`src/rtl/pu_ext_int_ctrl_pkg.sv`:
```
// pu_ext_int_ctrl_pkg: shared types for the external-input / doorbell
// interrupt source. Holds the Int_ctrl_reg layout, the default pin
// synchronizer depth and the doorbell FSM state encoding.
`timescale 1ns/1ps

package pu_ext_int_ctrl_pkg;

  // Width of each per-pin field inside Int_ctrl_reg; NUM_GIN must match it.
  localparam int GIN_FIELD_W = 4;

  // Default number of flops in each general-input synchronizer.
  localparam int GIN_SYNC_STAGES = 2;

  // Int_ctrl_reg layout, LSB first:
  //   [3:0]   gin_sense_level  1 = level sensitive, 0 = edge sensitive
  //   [7:4]   gin_trigger      0 = high / rising, 1 = low / falling
  //   [11:8]  gin_mask         1 = pin may raise ext_input
  //   [12]    doorbell_en      1 = doorbell messages accepted
  //   [31:13] reserved
  typedef struct packed {
    logic [18:0]            reserved;
    logic                   doorbell_en;
    logic [GIN_FIELD_W-1:0] gin_mask;
    logic [GIN_FIELD_W-1:0] gin_trigger;
    logic [GIN_FIELD_W-1:0] gin_sense_level;
  } int_ctrl_reg_t;

  // Doorbell request state: idle, or a doorbell waiting for the core.
  typedef enum logic {
    DB_IDLE = 1'b0,
    DB_PEND = 1'b1
  } doorbell_state_t;

endpackage

```
`src/rtl/pu_ext_int_ctrl_sync_chain.sv`:
```
// pu_sync_chain: multi-bit flop-chain synchronizer for asynchronous pins.
// Each bit is synchronized independently; DEPTH must be at least 2.
// Reset is synchronous and active low.
`timescale 1ns/1ps

module pu_sync_chain #(
  parameter int WIDTH = 1,
  parameter int DEPTH = 2
) (
  input  logic             clk,
  input  logic             reset,
  input  logic [WIDTH-1:0] d,
  output logic [WIDTH-1:0] q
);

  logic [WIDTH-1:0] stage [DEPTH];

  // Shift the raw pin values through DEPTH flops; clear the whole chain on reset.
  always_ff @(posedge clk) begin
    if (!reset) begin
      for (int k = 0; k < DEPTH; k++) begin
        stage[k] <= '0;
      end
    end else begin
      stage[0] <= d;
      for (int k = 1; k < DEPTH; k++) begin
        stage[k] <= stage[k-1];
      end
    end
  end

  assign q = stage[DEPTH-1];

endmodule

```
`src/rtl/pu_ext_int_ctrl.sv`:
```
// pu_ext_int_ctrl: source of the ext_input and doorbell exception requests.
// Synchronizes the general-input pins, applies per-pin sense, polarity and
// mask from Int_ctrl_reg, keeps the software-visible pending register, and
// runs the doorbell request FSM.
// Optional build macro PU_INT_CTRL_CAUSE_EN adds the 'cause' output giving
// the lowest-index unmasked pending pin.
`timescale 1ns/1ps

module pu_ext_int_ctrl
  import pu_ext_int_ctrl_pkg::*;
#(
  parameter int NUM_GIN     = 4,
  parameter int SYNC_STAGES = GIN_SYNC_STAGES
) (
  input  logic               clk,
  input  logic               reset,
  input  logic [NUM_GIN-1:0] gin,
  input  logic [31:0]        ctrl,
  input  logic               pend_clr_we,
  input  logic [NUM_GIN-1:0] pend_clr,
  input  logic               doorbell_set,
  input  logic               doorbell_ack,
  output logic [NUM_GIN-1:0] pending,
  output logic               ext_input,
  output logic               doorbell
`ifdef PU_INT_CTRL_CAUSE_EN
  ,
  output logic [$clog2(NUM_GIN)-1:0] cause
`endif
);

  // Startup guard: edges are ignored until the synchronizer and prev have
  // both been refilled after reset, so a pin already high does not fire.
  localparam int GUARD_MAX = SYNC_STAGES + 1;
  localparam int CNT_W     = $clog2(GUARD_MAX + 1);

  int_ctrl_reg_t        cfg;
  logic [NUM_GIN-1:0]   sense_level;
  logic [NUM_GIN-1:0]   trigger;
  logic [NUM_GIN-1:0]   mask;
  logic                 db_en;
  logic                 unused_ctrl_bits;

  logic [NUM_GIN-1:0]   gin_s;
  logic [NUM_GIN-1:0]   prev;
  logic [CNT_W-1:0]     guard_cnt;
  logic                 edge_en;

  logic [NUM_GIN-1:0]   act;
  logic [NUM_GIN-1:0]   edge_set;
  logic [NUM_GIN-1:0]   clr_mask;
  logic [NUM_GIN-1:0]   pending_nxt;
  logic [NUM_GIN-1:0]   unmasked;

  doorbell_state_t      db_state;

  assign cfg         = int_ctrl_reg_t'(ctrl);
  assign sense_level = cfg.gin_sense_level[NUM_GIN-1:0];
  assign trigger     = cfg.gin_trigger[NUM_GIN-1:0];
  assign mask        = cfg.gin_mask[NUM_GIN-1:0];
  assign db_en       = cfg.doorbell_en;

  assign unused_ctrl_bits = ^cfg.reserved;

  pu_sync_chain #(
    .WIDTH (NUM_GIN),
    .DEPTH (SYNC_STAGES)
  ) u_sync (
    .clk   (clk),
    .reset (reset),
    .d     (gin),
    .q     (gin_s)
  );

  // Previous synchronized pin value, used for raw change detection.
  always_ff @(posedge clk) begin
    if (!reset) begin
      prev <= '0;
    end else begin
      prev <= gin_s;
    end
  end

  // Startup counter: counts up after reset and saturates to enable edges.
  always_ff @(posedge clk) begin
    if (!reset) begin
      guard_cnt <= '0;
    end else if (!edge_en) begin
      guard_cnt <= guard_cnt + 1'b1;
    end
  end

  assign edge_en = (guard_cnt == CNT_W'(GUARD_MAX));

  // Edges come from raw s/prev so rewriting gin_trigger cannot fake one;
  // polarity only decides whether the change is the interesting direction.
  assign act      = gin_s ^ trigger;
  assign edge_set = {NUM_GIN{edge_en}} & (gin_s ^ prev) & act;
  assign clr_mask = pend_clr_we ? pend_clr : '0;
  assign unmasked = pending & mask;

  // Next pending value: level pins follow act, edge pins are sticky with set winning over clear.
  always_comb begin
    pending_nxt = '0;
    for (int i = 0; i < NUM_GIN; i++) begin
      if (sense_level[i]) begin
        pending_nxt[i] = act[i];
      end else begin
        pending_nxt[i] = edge_set[i] | (pending[i] & ~clr_mask[i]);
      end
    end
  end

  // Pending register and the ext_input request derived from unmasked pending bits.
  always_ff @(posedge clk) begin
    if (!reset) begin
      pending   <= '0;
      ext_input <= 1'b0;
    end else begin
      pending   <= pending_nxt;
      ext_input <= |unmasked;
    end
  end

`ifdef PU_INT_CTRL_CAUSE_EN
  localparam int CAUSE_W = $clog2(NUM_GIN);

  logic [CAUSE_W-1:0] cause_nxt;

  // Priority encoder: lowest-index unmasked pending pin.
  always_comb begin
    cause_nxt = '0;
    for (int i = NUM_GIN - 1; i >= 0; i--) begin
      if (unmasked[i]) begin
        cause_nxt = CAUSE_W'(i);
      end
    end
  end

  // Cause follows ext_input timing and holds its last value while idle.
  always_ff @(posedge clk) begin
    if (!reset) begin
      cause <= '0;
    end else if (|unmasked) begin
      cause <= cause_nxt;
    end
  end
`endif

  // Doorbell FSM: one outstanding doorbell; extra strobes are absorbed,
  // and disabling doorbells drops a waiting request.
  always_ff @(posedge clk) begin
    if (!reset) begin
      db_state <= DB_IDLE;
      doorbell <= 1'b0;
    end else begin
      case (db_state)
        DB_IDLE: begin
          if (doorbell_set && db_en) begin
            db_state <= DB_PEND;
            doorbell <= 1'b1;
          end
        end
        DB_PEND: begin
          if (!db_en || (doorbell_ack && !doorbell_set)) begin
            db_state <= DB_IDLE;
            doorbell <= 1'b0;
          end
        end
        default: begin
          db_state <= DB_IDLE;
          doorbell <= 1'b0;
        end
      endcase
    end
  end

endmodule

```
`config.mk`:
```
export PLATFORM = sky130hd
export DESIGN_NAME = pu_ext_int_ctrl
export DESIGN_NICKNAME = d
export VERILOG_FILES = /design/src/rtl/pu_ext_int_ctrl_pkg.sv /design/src/rtl/pu_ext_int_ctrl_sync_chain.sv /design/src/rtl/pu_ext_int_ctrl.sv
export SDC_FILE = /design/constraint.sdc
export NUM_CORES = 1
export LEC_CHECK = 0
export CORE_UTILIZATION = 36
export DETAILED_ROUTE_END_ITERATION = 6
export PLACE_DENSITY = 0.88
export SLEW_MARGIN = 20
export SYNTH_ARGS = -nofsm -noshare
export SYNTH_HDL_FRONTEND = slang
export SYNTH_HIERARCHICAL = 1
export SYNTH_SLANG_ARGS = --single-unit
```
`constraint.sdc`:
```
create_clock -name clk -period 1.2 [get_ports clk]
set_input_delay 0.3 -clock clk [delete_from_list [all_inputs] [get_ports clk]]
set_output_delay 0.3 -clock clk [all_outputs]
set_load 0.005 [all_outputs]
```
# == Word-level counts from Yosys, hierarchy flattened ==
# Memory sizes are Yosys's and may differ from the RTL's.
# Cells that the tools add are included.
# classes
mux,15
n_addsub,1
bitwise_logic,20
n_reduce_logical,7
n_eq_ne,3
# op_table
cell,n
4-bit bitwise AND,3
4-bit 2-to-1 mux,3
1-bit 2-to-1 mux,10
4-bit XOR,2
1-bit bitwise OR,6
1-bit NOT,5
1-bit bitwise AND,4
1-bit one-hot mux with 2 select lines,2
4-bit OR reduction,1
2-bit by 1-bit adder with 2-bit output (second input constant),1
2-bit equality test (second input constant),1
1-bit logical AND,2
1-bit logical NOT,2
2-bit by 1-bit != test with 1-bit output (second input constant),1
2-bit != test (second input constant),1
2-bit AND reduction,1
1-bit logical OR,1
# totals
elab_cells,53
inputBits,45
memories,1
regBits,13
ram_bits,8
out_inout_bits,6
# memory_table
memory,depth,word_bits,rd,rd_clocked_by_memory_dff,write_ports,line_no,text
u_sync.stage,2,4,2,0,2,pu_ext_int_ctrl_sync_chain.sv:16,logic [WIDTH-1:0] stage [DEPTH];

# == Logic depth before layout (Yosys ltp) ==
# logic_depth
word_depth,5
mapped_depth,4
mapped_depth_nobuf,3

# == Hierarchy ==
# The synthesis kept the hierarchy.
# modules_own_cells
module,instances,cells_each,seq_area_each_um2,area_per_inst_um2
pu_ext_int_ctrl,1,62,260.2,623.1
pu_sync_chain,1,20,160.2,240.2

# == Worst setup path before layout ==
# No wires, ideal clock.
# synth_path
path_type,register to register
startpoint,register guard_cnt[0]
endpoint,register pending[0]
period_less_slack_ps,973
setup_slack_ps,227
path_stages_with_launch,4
setup_ps,86
required_time_ps,1114
t_arrival_ps,887
n_path_buf,0
cell_sequence,dfxtp_1 ha_1 o21ai_1 a221oi_2
# synth_between
elab_chain_cells,5
# synth_lines
item,line_no,text
from (decl),pu_ext_int_ctrl.sv:46,logic [CNT_W-1:0] guard_cnt;
from (signal assigned),pu_ext_int_ctrl.sv:89,guard_cnt <= guard_cnt + 1'b1;
2-bit equality test,pu_ext_int_ctrl.sv:93,assign edge_en = (guard_cnt == CNT_W'(GUARD_MAX));
4-bit bitwise AND (2 in a row),pu_ext_int_ctrl.sv:98,assign edge_set = {NUM_GIN{edge_en}} & (gin_s ^ prev) & act;
1-bit bitwise OR,pu_ext_int_ctrl.sv:109,pending_nxt[i] = edge_set[i] | (pending[i] & ~clr_mask[i]);
1-bit 2-to-1 mux,pu_ext_int_ctrl.sv:106,if (sense_level[i]) begin
to (signal assigned),pu_ext_int_ctrl.sv:120,pending <= pending_nxt;
to (decl),pu_ext_int_ctrl.sv:23,"output logic [NUM_GIN-1:0] pending,"
# No other way between the ends.
# A chain may end at the register's enable or synchronous reset.

# == Worst setup path after layout ==
# layout_path
startpoint,register ext_input
endpoint,output port ext_input
# layout_rtl
item,line_no,text
from (decl),pu_ext_int_ctrl.sv:24,"output logic ext_input,"
from (signal assigned),pu_ext_int_ctrl.sv:121,ext_input <= |unmasked;
# No word-level cell between the ends.

==> results.md <==
* Largest net degree at the start of global routing at 14
* Antenna Cells at 0
* Sequential area share after synthesis at 0.487
* Final instance area at 1300 sq um
* Hold path cells at 1
* Multi-input gate area at 408 sq um
* DR pass1 iterations at 2
* Combinational share of power at 0.206
* Max frequency at 0.864 GHz
* Ranking of synthesized cells by area: dfxtp_1 (49%), and2_1 (8.7%), a221oi_2 (7.0%)
* Clock root buffer: clkbuf_4
* Post-Syn Area at 863 sq um
* Global-route wire length before repair at 2990 um
* Max Cap Viol at 0
* Cell family contributing the most delay on the critical path: flip-flops
* Period minus WS final at 1160 ps
* Vias/cell at 4.75
* Predominant post-synthesis flop cell: dfxtp_1
* Crit path DAT at 860 ps
* Placement Setup Slack at -249 ps
* Post-synth top area share at 0.487
* DP Cell Count at 145
* Layout cells sized above 1 at 0.248
* Detail Placement HPWL at 1330 um
* Die area at 2600 sq um
* Register area at 427 sq um
* Switching Power at 0.337 mW
* # DRC at 0
* Cts hold-fix bufs at 0
* Placed inst area at 1240 sq um
* Slowest stage delay, CP at 310 ps
* Final wirelength at 1740 um
* Sequential share of power at 0.555
* I/O pin cnt at 51
* Total CTS buffers at 3
* Cell count after synthesis at 82
* Status: finished, final reports clean
* Non-filler instance count after layout at 153
* Synth Register Bits at 21
* Largest area contributor in the netlist: dfxtp_1
* Filler cell count in the final layout at 196
* Net Count, Synth at 128
* Worst setup EP type: primary output
* Worst Path Buf+Inv at 1
* Period Utilization, post-route at 0.964
* Vias at 727
* Yosys warnings at 6
* Vias in the first global route at 764
* Crit-path slowest cell: dfxtp_1
* Worst min path class: register to register
* Setup Viol. Count Final at 0
* Unrepaired setup endpoints after global routing: no
* Critical path type: register to primary output
* Total clock sinks at 21
* Total GRT Usage at 0.158
* Cell Rows at 17
* Ys async rst share at 0
* Internal Pwr Total at 1.06 mW
* 1st-iter DRT viols at 9
* Area growth syn-to-layout at 51.0%
* PortBufs at 31
* Switching share of total power at 0.241
* Insertion delay to the later sink of the worst-skew pair at 300 ps
* Placeable core region at 2230 sq um
* CTS tree: built
* Final Worst Setup Slack at 43.0 ps
* LEAKAGE at 0.536 nW
* Post-synth EDFFs at 0
* Starting density of the core at 0.387
* Peak supply drop at 768 uV
* Die width at 51.0 um
* H-Tree Depth at 1
* Remaining global-route overflow at 0
* CP Depth at 1
* Worst Tran Pin Value at 350 ps
* Clk buf depth at 2
* Die height at 51.0 um
* # nets final at 172
* Required @ worst endpoint at 900 ps
* Reg2reg path depth at 3
* Slew Viols, Final at 0
* Min Hold Slack at 439 ps
* Placer congestion estimate at 0.674
* Hold Vio Cnt, Final at 0
* Slew headroom at 0.767
* Clk_skew at 4.88 ps
* Critical Path, Cell by Cell: dlygate4sd2_1
* Worst-path fanout max at 1
* Initial antenna violation count at 0
* Clk pwr share at 0.239
* WL/cell at 11.4 um
* Post-synthesis cell type count at 18
* Clock-pin slew on the worst setup and hold paths at 110 ps
* Startpoint Class: register
* Power Dens Cells at 1070 nW/um^2
* Avg Cell Area, Syn at 10.5 sq um
* Post-route ant nets at 0
-- layout make-up --
type | count | area share
timing repair buffer | 43 | 0.306
clock inverter | 1 | 0.00384
sequential | 21 | 0.327
multi-input combinational | 55 | 0.313
tap | 28 | 0.0269
inverter | 2 | 0.00576
clock buffer | 3 | 0.0173
-- state kept, by name (all words and copies together), names as in the netlist --
register,cells
guard_cnt,2
pending,4
u_sync/stage,8
ext_input,1
prev,4
doorbell,1
db_state,1
-- power groups by stage --
stage / sequential, mW / clock, mW / combinational [mW]
finish: 0.775 / 0.334 / 0.288
floorplan: 0.784 / 0 / 0.114
global placement: 0.787 / 0 / 0.262
global route: 0.780 / 0.377 / 0.320
CTS: 0.775 / 0.350 / 0.285
detailed placement: 0.791 / 0 / 0.278
-- per-stage QoR --
| step | utilization | power, mW | setup TNS [ps] |
|---|---|---|---|
| 2_1_floorplan | - | 0.898 | 0 |
| 3_3_place_gp | 0.555 | 1.05 | -861 |
| 3_5_place_dp | 0.555 | 1.07 | -1110 |
| 4_1_cts | 0.579 | 1.41 | 0 |
| 5_1_grt | 0.584 | 1.48 | 0 |
| 6_report | 0.584 | 1.40 | 0 |
-- cell families (layout without fill, tap and decap cells) --
family | Yosys count | after routing | share of synthesized area
XOR/XNOR | 5 | 5 | 0.0507
AO/OA/AOI/OAI | 19 | 19 | 0.165
adder cells (fa/ha/maj) | 1 | 1 | 0.0145
buffers and inverters | 6 | 49 | 0.0435
multiplexers | 1 | 1 | 0.0116
flip-flops | 21 | 21 | 0.487
AND/OR/NAND/NOR | 29 | 29 | 0.228
-- placed cells by master (no fill, tap or decap), drive strengths merged --
cell	Yosys	routed
clkdlybuf4s50	0	25
dfxtp	21	21
and2	12	12
buf	4	12
a21oi	8	8
nand2	5	5
clkdlybuf4s15	0	5
and3b	4	4
nor3b	4	4
o21ai	4	4
xnor2	4	4
a221oi	4	4
nor2	3	3
clkbuf	0	3
inv	2	2
a22oi	2	2
xor2	1	1
mux2i	1	1
o211ai	1	1
or2	1	1
ha	1	1
clkinv	0	1
dlygate4sd2	0	1
-- repair_timing --
action | in CTS | in global routing
setup endpoints to repair | 6 | 3
setup buffers | 3 | 1
resized for setup | 16 | 1
-- cell usage after synthesis (all sizes together), types with 2 or more instances --
master	instances
xnor2	4
inv	2
a21oi	8
a221oi	4
dfxtp	21
a22oi	2
nor2	3
buf	4
o21ai	4
and3b	4
nand2	5
nor3b	4
and2	12
-- metal layers --
layer,wire length [um],share of wire,vias to the layer above,global-route usage
met5,0,0,-,0
met4,44,0.025,0,0.0972
li1,-,-,371,-
met2,897,0.52,28,0.314
met3,112,0.064,5,0.0357
met1,683,0.39,323,0.141
-- path summary, 6_finish.rpt --
path | start | end | slack (ps)
setup / recovery | ext_input | ext_input | 40
hold / removal | u_sync/stage[0][2] | u_sync/stage[0][6] | 440
setup reg to reg | guard_cnt[0] | pending[3] | 90
hold reg to reg | u_sync/stage[0][2] | u_sync/stage[0][6] | 440
Power figures use the tool's default switching activity.
